**config.mk**
```make
export PLATFORM = sky130hd
export DESIGN_NAME = prog_loader
export DESIGN_NICKNAME = d
export VERILOG_FILES = /design/src/rtl/prog_loader.sv
export SDC_FILE = /design/constraint.sdc
export NUM_CORES = 1
export LEC_CHECK = 0
export CORE_UTILIZATION = 30
export DETAILED_ROUTE_END_ITERATION = 12
export GPL_TIMING_DRIVEN = 0
export HOLD_SLACK_MARGIN = 0.02
export PLACE_DENSITY = 0.52
export SYNTH_ARGS = -nofsm -noshare
export SYNTH_HDL_FRONTEND = slang
export SYNTH_SLANG_ARGS = --single-unit
```
**constraint.sdc**
```tcl
create_clock -name clk -period 2.88 [get_ports clk]
set_input_delay 0.576 -clock clk [delete_from_list [all_inputs] [get_ports clk]]
set_output_delay 0.576 -clock clk [all_outputs]
set_load 0.02 [all_outputs]
```
**src/rtl/prog_loader.sv**
```systemverilog
// UART-loadable 16x8 program memory that replaces the CPU's fixed ROM.
// Frame: header byte, 2**ADDR_W data bytes, then an 8-bit additive checksum.
module prog_loader #(
    parameter int          CLK_HZ = 50_000_000,
    parameter int          BAUD   = 115200,
    parameter int          ADDR_W = 4,
    parameter int          PROG_W = 8,
    parameter logic [7:0]  HDR    = 8'hA5
) (
    input  logic              clk,
    input  logic              RST,
    input  logic              rx,
    input  logic              load_req,
    input  logic [ADDR_W-1:0] cpu_addr,
    output logic [PROG_W-1:0] prog_data,
    output logic              cpu_hold,
    output logic              loading,
    output logic              done,
    output logic              err
);
    localparam int BIT_CYC = CLK_HZ / BAUD;
    localparam int DEPTH   = 1 << ADDR_W;
    localparam int CNT_W   = $clog2(BIT_CYC);
    localparam logic [CNT_W-1:0] BIT_M1  = CNT_W'(BIT_CYC - 1);
    localparam logic [CNT_W-1:0] HALF_M1 = CNT_W'(BIT_CYC / 2 - 1);

    typedef struct packed {
        logic       valid;
        logic       ferr;
        logic [7:0] data;
    } rx_evt_t;

    typedef enum logic [1:0] {RX_IDLE, RX_START, RX_BITS, RX_STOP} rx_state_t;
    typedef enum logic [2:0] {IDLE, WAIT_HDR, DATA, CHECK, ERROR} state_t;

    // ---------------- UART receiver ----------------
    logic [1:0]       rx_sync;
    logic             rx_s, rx_prev;
    rx_state_t        rx_st, rx_nxt;
    logic [CNT_W-1:0] cnt, cnt_nxt;
    logic [2:0]       bit_n, bit_nxt;
    logic [7:0]       sh, sh_nxt;
    rx_evt_t          evt, evt_nxt;

    assign rx_s = rx_sync[1];

    always_ff @(posedge clk) begin
        if (RST) begin
            rx_sync <= 2'b11;
            rx_prev <= 1'b1;
            rx_st   <= RX_IDLE;
            cnt     <= '0;
            bit_n   <= '0;
            sh      <= '0;
            evt     <= '0;
        end else begin
            rx_sync <= {rx_sync[0], rx};
            rx_prev <= rx_s;
            rx_st   <= rx_nxt;
            cnt     <= cnt_nxt;
            bit_n   <= bit_nxt;
            sh      <= sh_nxt;
            evt     <= evt_nxt;
        end
    end

    // Start bit is re-checked at mid-bit; a short low glitch drops back to idle.
    always_comb begin
        rx_nxt  = rx_st;
        cnt_nxt = cnt + 1'b1;
        bit_nxt = bit_n;
        sh_nxt  = sh;
        evt_nxt = '0;
        case (rx_st)
            RX_IDLE: begin
                cnt_nxt = '0;
                if (rx_prev && !rx_s) rx_nxt = RX_START;
            end
            RX_START: begin
                if (cnt == HALF_M1) begin
                    cnt_nxt = '0;
                    bit_nxt = '0;
                    rx_nxt  = rx_s ? RX_IDLE : RX_BITS;
                end
            end
            RX_BITS: begin
                if (cnt == BIT_M1) begin
                    cnt_nxt = '0;
                    sh_nxt  = {rx_s, sh[7:1]};
                    bit_nxt = bit_n + 3'd1;
                    if (bit_n == 3'd7) rx_nxt = RX_STOP;
                end
            end
            RX_STOP: begin
                if (cnt == BIT_M1) begin
                    cnt_nxt       = '0;
                    rx_nxt        = RX_IDLE;
                    evt_nxt.valid = rx_s;
                    evt_nxt.ferr  = !rx_s;
                    evt_nxt.data  = sh;
                end
            end
            default: rx_nxt = RX_IDLE;
        endcase
    end

    // ---------------- load FSM + memory ----------------
    state_t                       st, st_nxt;
    logic [ADDR_W-1:0]            idx;
    logic [7:0]                   sum;
    logic [DEPTH-1:0][PROG_W-1:0] mem;
    logic                         restart, wr_en, set_err;

    always_ff @(posedge clk) begin
        if (RST) begin
            st  <= IDLE;
            idx <= '0;
            sum <= '0;
            err <= 1'b0;
            mem <= '0;
        end else begin
            st <= st_nxt;
            if (restart) begin
                idx <= '0;
                sum <= '0;
                err <= 1'b0;
            end
            if (set_err) err <= 1'b1;
            if (wr_en) begin
                mem[idx] <= PROG_W'(evt.data);
                sum      <= sum + evt.data;
                idx      <= idx + 1'b1;
            end
        end
    end

    // load_req has priority over any received byte or framing error.
    always_comb begin
        st_nxt  = st;
        restart = 1'b0;
        wr_en   = 1'b0;
        set_err = 1'b0;
        done    = 1'b0;
        if (load_req) begin
            st_nxt  = WAIT_HDR;
            restart = 1'b1;
        end else if (evt.ferr && (st == WAIT_HDR || st == DATA || st == CHECK)) begin
            st_nxt  = ERROR;
            set_err = 1'b1;
        end else if (evt.valid) begin
            case (st)
                WAIT_HDR: if (evt.data == HDR) st_nxt = DATA;
                DATA: begin
                    wr_en = 1'b1;
                    if (&idx) st_nxt = CHECK;
                end
                CHECK: begin
                    if (evt.data == sum) begin
                        done   = 1'b1;
                        st_nxt = IDLE;
                    end else begin
                        set_err = 1'b1;
                        st_nxt  = ERROR;
                    end
                end
                default: st_nxt = st;
            endcase
        end
    end

    assign prog_data = mem[cpu_addr];
    assign loading   = (st == WAIT_HDR) || (st == DATA) || (st == CHECK);
    assign cpu_hold  = (st != IDLE) || err;
endmodule
```
After elaboration in Yosys (flattened, before gate mapping):

Index checks and enable logic that the tools add are counted.

* add/subtract/negate cells: 4
* $mul: 0
* divide/modulo/power cells: 0
* magnitude comparators: 3
* equality and inequality tests: 22
* shift operators: 0
* muxes and demuxes: 46
* bitwise gates (word level): 2
* reduce and logical (&&, ||, !) cells: 28

Operator list (number)
* 128-bit bitwise mux: 1
* 8-bit binary-select mux with 4-bit select: 1
* 8-bit demux with 4-bit select: 1
* 8-bit 2-to-1 mux: 4
* 9-bit case mux with 3 select lines: 1
* 3-bit 2-to-1 mux: 7
* 1-bit 2-to-1 mux: 18
* 9-bit 2-to-1 mux: 2
* 4-bit AND reduction: 4
* 2-bit 2-to-1 mux: 6
* 4-bit by 5-bit < comparator with 1-bit output (second input constant): 2
* 2-bit != test (second input constant): 5
* 9-bit by 1-bit adder with 9-bit output (second input constant): 1
* 9-bit by 8-bit == test with 1-bit output (second input constant): 1
* 9-bit == test (second input constant): 1
* 3-bit case mux with 3 select lines: 1
* 3-bit nonzero test: 3
* 8-bit adder: 1
* 8-bit == test: 1
* 8-bit == test (second input constant): 1
* 4-bit 2-to-1 mux: 2
* 4-bit by 2-bit != test with 1-bit output (second input constant): 2
* 2-bit case mux with 4 select lines: 1
* 2-bit nonzero test: 4
* 23 further kinds: 34

* register bits: 179
* latch bits: 0
* RAM bits: 0
* bits in read-only memories: 0
* input bits: 8
* output and inout bits: 12
* logic and storage cells: 136
* memories: 0

Logic depth before layout (Yosys ltp):

* depth after elaboration: 7
* gate-level depth with buffers: 7
* mapped depth without buffers: 7

Worst setup path before layout:

OpenSTA, ideal clock, no wires.

* path kind: input-to-output
* from: in cpu_addr[0]
* to: out prog_data[0]
* arrival: 2.158 ns
* required time: 2.304 ns
* slack: 0.146 ns
* cell stages on the path: 4
* path buffers: 2
* cells stage by stage: clkbuf_1 buf_2 mux4_2 mux4_2

* word-level cells in the longest chain between the ends: 2

Ends and longest elaborated chain
* start: declaration: line 14 `input logic [ADDR_W-1:0] cpu_addr,`
* 8-bit binary-select mux with 4-bit select: line 171 `assign prog_data = mem[cpu_addr];`
* 8-bit 2-to-1 mux (not written as such): line 171
* end: declaration: line 15 `output logic [PROG_W-1:0] prog_data,`

Every way passes these cells. The select of a mux whose other input is x is not followed.

Worst setup path in the final report:

* from: in cpu_addr[1]
* to: out prog_data[2]

Same word-level chain as after synthesis.

==> impl_metrics.py <==
metrics = {
    "cts": {
        "cts_hold_buf": 0,
        "h-tree-depth": 4,
        "cts_buffer_depth": 2,
        "cts_buffers": 17,
        "cts_setup_buffers": 0,
        "cts.clk_slew.worst_paths_ns": 0.07,
        "cts_tree": "built",
        "clock_sinks": 179,
        "cts_root_buf": "clkbuf_16",
        "insertion_delay_ns": 0.45,
    },
    "layout": {
        "stdcell_area_sq_um": 9390,
        "antenna_cells": 0,
        "layoutNonFillerInstCount": 1255,
        "n_fill_cell": 2705,
        "syn_to_final_growth_pct": 15.6,
        "drive_gt1_share_pct": 12.6,
        "finalNetCount": 932,
        "final_util_pct": 35.7,
        "multiInputGateArea_sq_um": 4160,
        "seq_area_sq_um": 3580,
    },
    "placed_design": {
        "placed_area_sq_um": 8700,
        "port_buffers": 16,
        "place_ws_ns": -1.02,
        "gp_congestion": 0.802,
        "dpl.hpwl_um": 15500,
        "dp_cells": 1222,
    },
    "synth": {
        "synth.distinct_cells": 53,
        "syn_nets": 896,
        "seq_area_frac_synth_pct": 44.1,
        "synth-edff-count": 0,
        "syn_area_sq_um": 8120,
        "synthCells": 871,
        "syn_area_per_cell_sq_um": 9.33,
        "synthFlopType": "dfxtp_1",
        "synthArstFlopShare_pct": 0,
        "yosys_warnings": 0,
        "ys_ff_latch": 179,
    },
    "power_and_ir_drop": {
        "p_int_mw": 3.89,
        "p_seq_share_pct": 48.8,
        "comb_power_share_pct": 3.3,
        "swShare_pct": 23.4,
        "switchingPower_mw": 1.19,
        "p_total_mw": 5.07,
        "vdd_drop_max_v": 0.000365,
        "clock_power_share_pct": 47.9,
        "leakage_nw": 3.36,
        "power_per_cell_area_nw_per_um2": 541,
    },
    "drt": {
        "antenna_left": 0,
        "vias_per_cell": 5.15,
        "wl_met2_um": 10600,
        "top_layer_used": "met4",
        "drt_iter0_drc": 524,
        "met1_length_um": 10800,
        "drc": 1,
        "drtPass1Iterations": 9,
        "avgRoutedWirePerCell_um": 18.3,
        "wl_met3_um": 1170,
        "routed_wl_um": 23000,
        "vias": 6466,
    },
    "sta": {
        "clock.fmax_mhz": 351,
        "rsz0062_at_grt": "false",
        "fin_ws_ns": 0.0289,
        "setup_viol": 0,
        "fin_setup_tns_ns": 0,
        "relSlewSlack_pct": 19.7,
        "fin_hold_ws_ns": 0.412,
        "post-route-min-period_ns": 2.85,
        "clock_skew_ns": 0.0124,
        "slew_viol_final": 0,
        "finalCritPeriodShare_pct": 99.0,
        "tightest_slew_ns": 1.19,
        "finalHoldViolCount": 0,
    },
    "min_path": {
        "min_from": "rx_sync[0]",
        "min_to": "rx_sync[1]",
        "hold_path_class": "register to register",
        "min_path_cells": 1,
    },
    "critical_path": {
        "reg2regPathDepth": 7,
        "end_kind": "output pin",
        "regToRegEndpoint": "mem[45]",
        "regToRegSetupSlack_ns": 0.44,
        "crit_fanout": 10,
        "worstReg2RegStart": "st[0]",
        "crit_type": "input port to output pin",
        "start_kind": "input port",
        "cp.required_ns": 2.30,
        "critPathArrivalTime_ns": 2.28,
    },
    "grt": {
        "grt_pass1_wl_um": 36500,
        "grt_usage_pct": 17.1,
        "antenna_found_initial": 0,
        "grt_pass1_vias": 6374,
        "grt_start_max_net_pins": 17,
        "overflow": 0,
    },
    "die": {
        "die-area_sq_um": 27700,
        "initial_core_util_pct": 30.9,
        "core_sq_um": 26300,
        "die_h_um": 167,
        "ioPinCount": 20,
        "die_w_um": 167,
        "num_rows": 59,
    },
    "run_status": {
        "violations": "design-rule violations",
        "status": "finished with violations",
    },
    "job": {
        "maxCapViolCount": 0,
    },
}
-- power groups by stage --
stage          Clock (mW)  Combinational, mW  Sequential [mW]
6_report             2.43              0.167             2.48
2_1_floorplan           0             0.0991             2.54
3_3_place_gp            0              0.151             2.54
4_1_cts              2.46              0.169             2.48
5_1_grt              2.56              0.180             2.48
3_5_place_dp            0              0.150             2.54
-- sequential cells by signal, summed over array words and instances, names as in the netlist, named ones only --
| register | count |
|---|---|
| bit_n | 3 |
| cnt | 9 |
| mem | 128 |
| st | 3 |
| rx_sync | 2 |
| err | 1 |
| idx | 4 |
| sh | 8 |
| evt | 10 |
| sum | 8 |
| rx_prev | 1 |
| rx_st | 1 |
-- cell usage in the layout, fill, tap and decap left out, types with 7 or more instances in the layout --
cell	count
ha_1	16
and2_1	9
mux4_2	40
dfxtp_1	179
nand2_1	128
mux2i_1	42
xnor2_1	10
nor3_1	9
buf_6	9
nand3_1	103
clkbuf_1	47
clkbuf_16	17
buf_2	7
a21oi_1	107
inv_1	10
nor2_1	76
-- metal layers --
layer	up-vias	global-route usage (%)
li1	3139	-
met1	3129	23.5
met2	171	27.3
met3	27	2.95
met4	0	5.76
met5	-	0
-- final cells by class --
class | instances | share of cell area [%]
flip-flops and latches | 179 | 38.2
plain buffers | 70 | 4.52
clock inverters | 12 | 1.55
inverters | 10 | 0.400
repair buffers | 17 | 1.73
clock buffers | 20 | 4.86
multi-input cells | 612 | 44.3
well taps | 335 | 4.46
-- worst max-delay path: stages --
cell and delay (ns):
clkdlybuf4s15_2 0.26, clkbuf_8 0.23, mux4_2 0.38, mux4_2 0.48
dlygate4sd2_1 0.34
-- timing repair --
action,4_1_cts,5_1_grt
pin swaps,0,0
gates resized for setup,46,8
cloned,1,0
setup endpoints to repair,9,6
-- cells by family (layout without fill, tap and decap cells) --
family,count (synthesis),count (layout),synth area share [%]
flip-flops,179,179,44.1
multiplexers,82,82,16.3
AND/OR/NAND/NOR,365,365,21.6
adder cells (fa/ha/maj),17,17,2.71
buffers and inverters,80,129,4.70
XOR/XNOR,14,14,1.51
AO/OA/AOI/OAI,134,134,9.15
-- Yosys cell counts (all sizes together), types with 2 or more instances --
| library cell | number | area [sq um] |
|---|---|---|
| ha | 16 | 200 |
| nor3 | 13 | 110 |
| a21oi | 107 | 536 |
| a21o | 3 | 22.5 |
| mux4 | 40 | 901 |
| o21bai | 2 | 18.8 |
| inv | 10 | 37.5 |
| a211oi | 3 | 22.5 |
| nor2b | 3 | 18.8 |
| nand2 | 128 | 480 |
| nand4b | 2 | 17.5 |
| mux2i | 42 | 420 |
| a32oi | 3 | 26.3 |
| nand3 | 107 | 586 |
| clkbuf | 51 | 193 |
| or2 | 4 | 25.0 |
| dfxtp | 179 | 3580 |
| xor2 | 4 | 35.0 |
| nor4 | 4 | 25.0 |
| and3 | 2 | 12.5 |
| a31oi | 2 | 12.5 |
| xnor2 | 10 | 87.6 |
| o211ai | 2 | 15.0 |
| nor2 | 76 | 285 |
| nand3b | 2 | 18.8 |
| nor3b | 5 | 37.5 |
| o21ai | 3 | 15.0 |
| or3 | 3 | 18.8 |
| nand4 | 2 | 12.5 |
| buf | 19 | 151 |
| and2 | 9 | 56.3 |
| o21a | 2 | 15.0 |
-- worst max-delay path by stage --
stage / from / endpoint / cells past startpoint
2_1_floorplan: cpu_addr[0] / prog_data[0] / 4
3_3_place_gp: cpu_addr[1] / prog_data[2] / 5
3_5_place_dp: cpu_addr[1] / prog_data[1] / 5
4_1_cts: cpu_addr[0] / prog_data[0] / 5
5_1_grt: evt[1] / done / 5
6_report: cpu_addr[1] / prog_data[2] / 5
No activity file was read; power rests on OpenSTA's default activity.
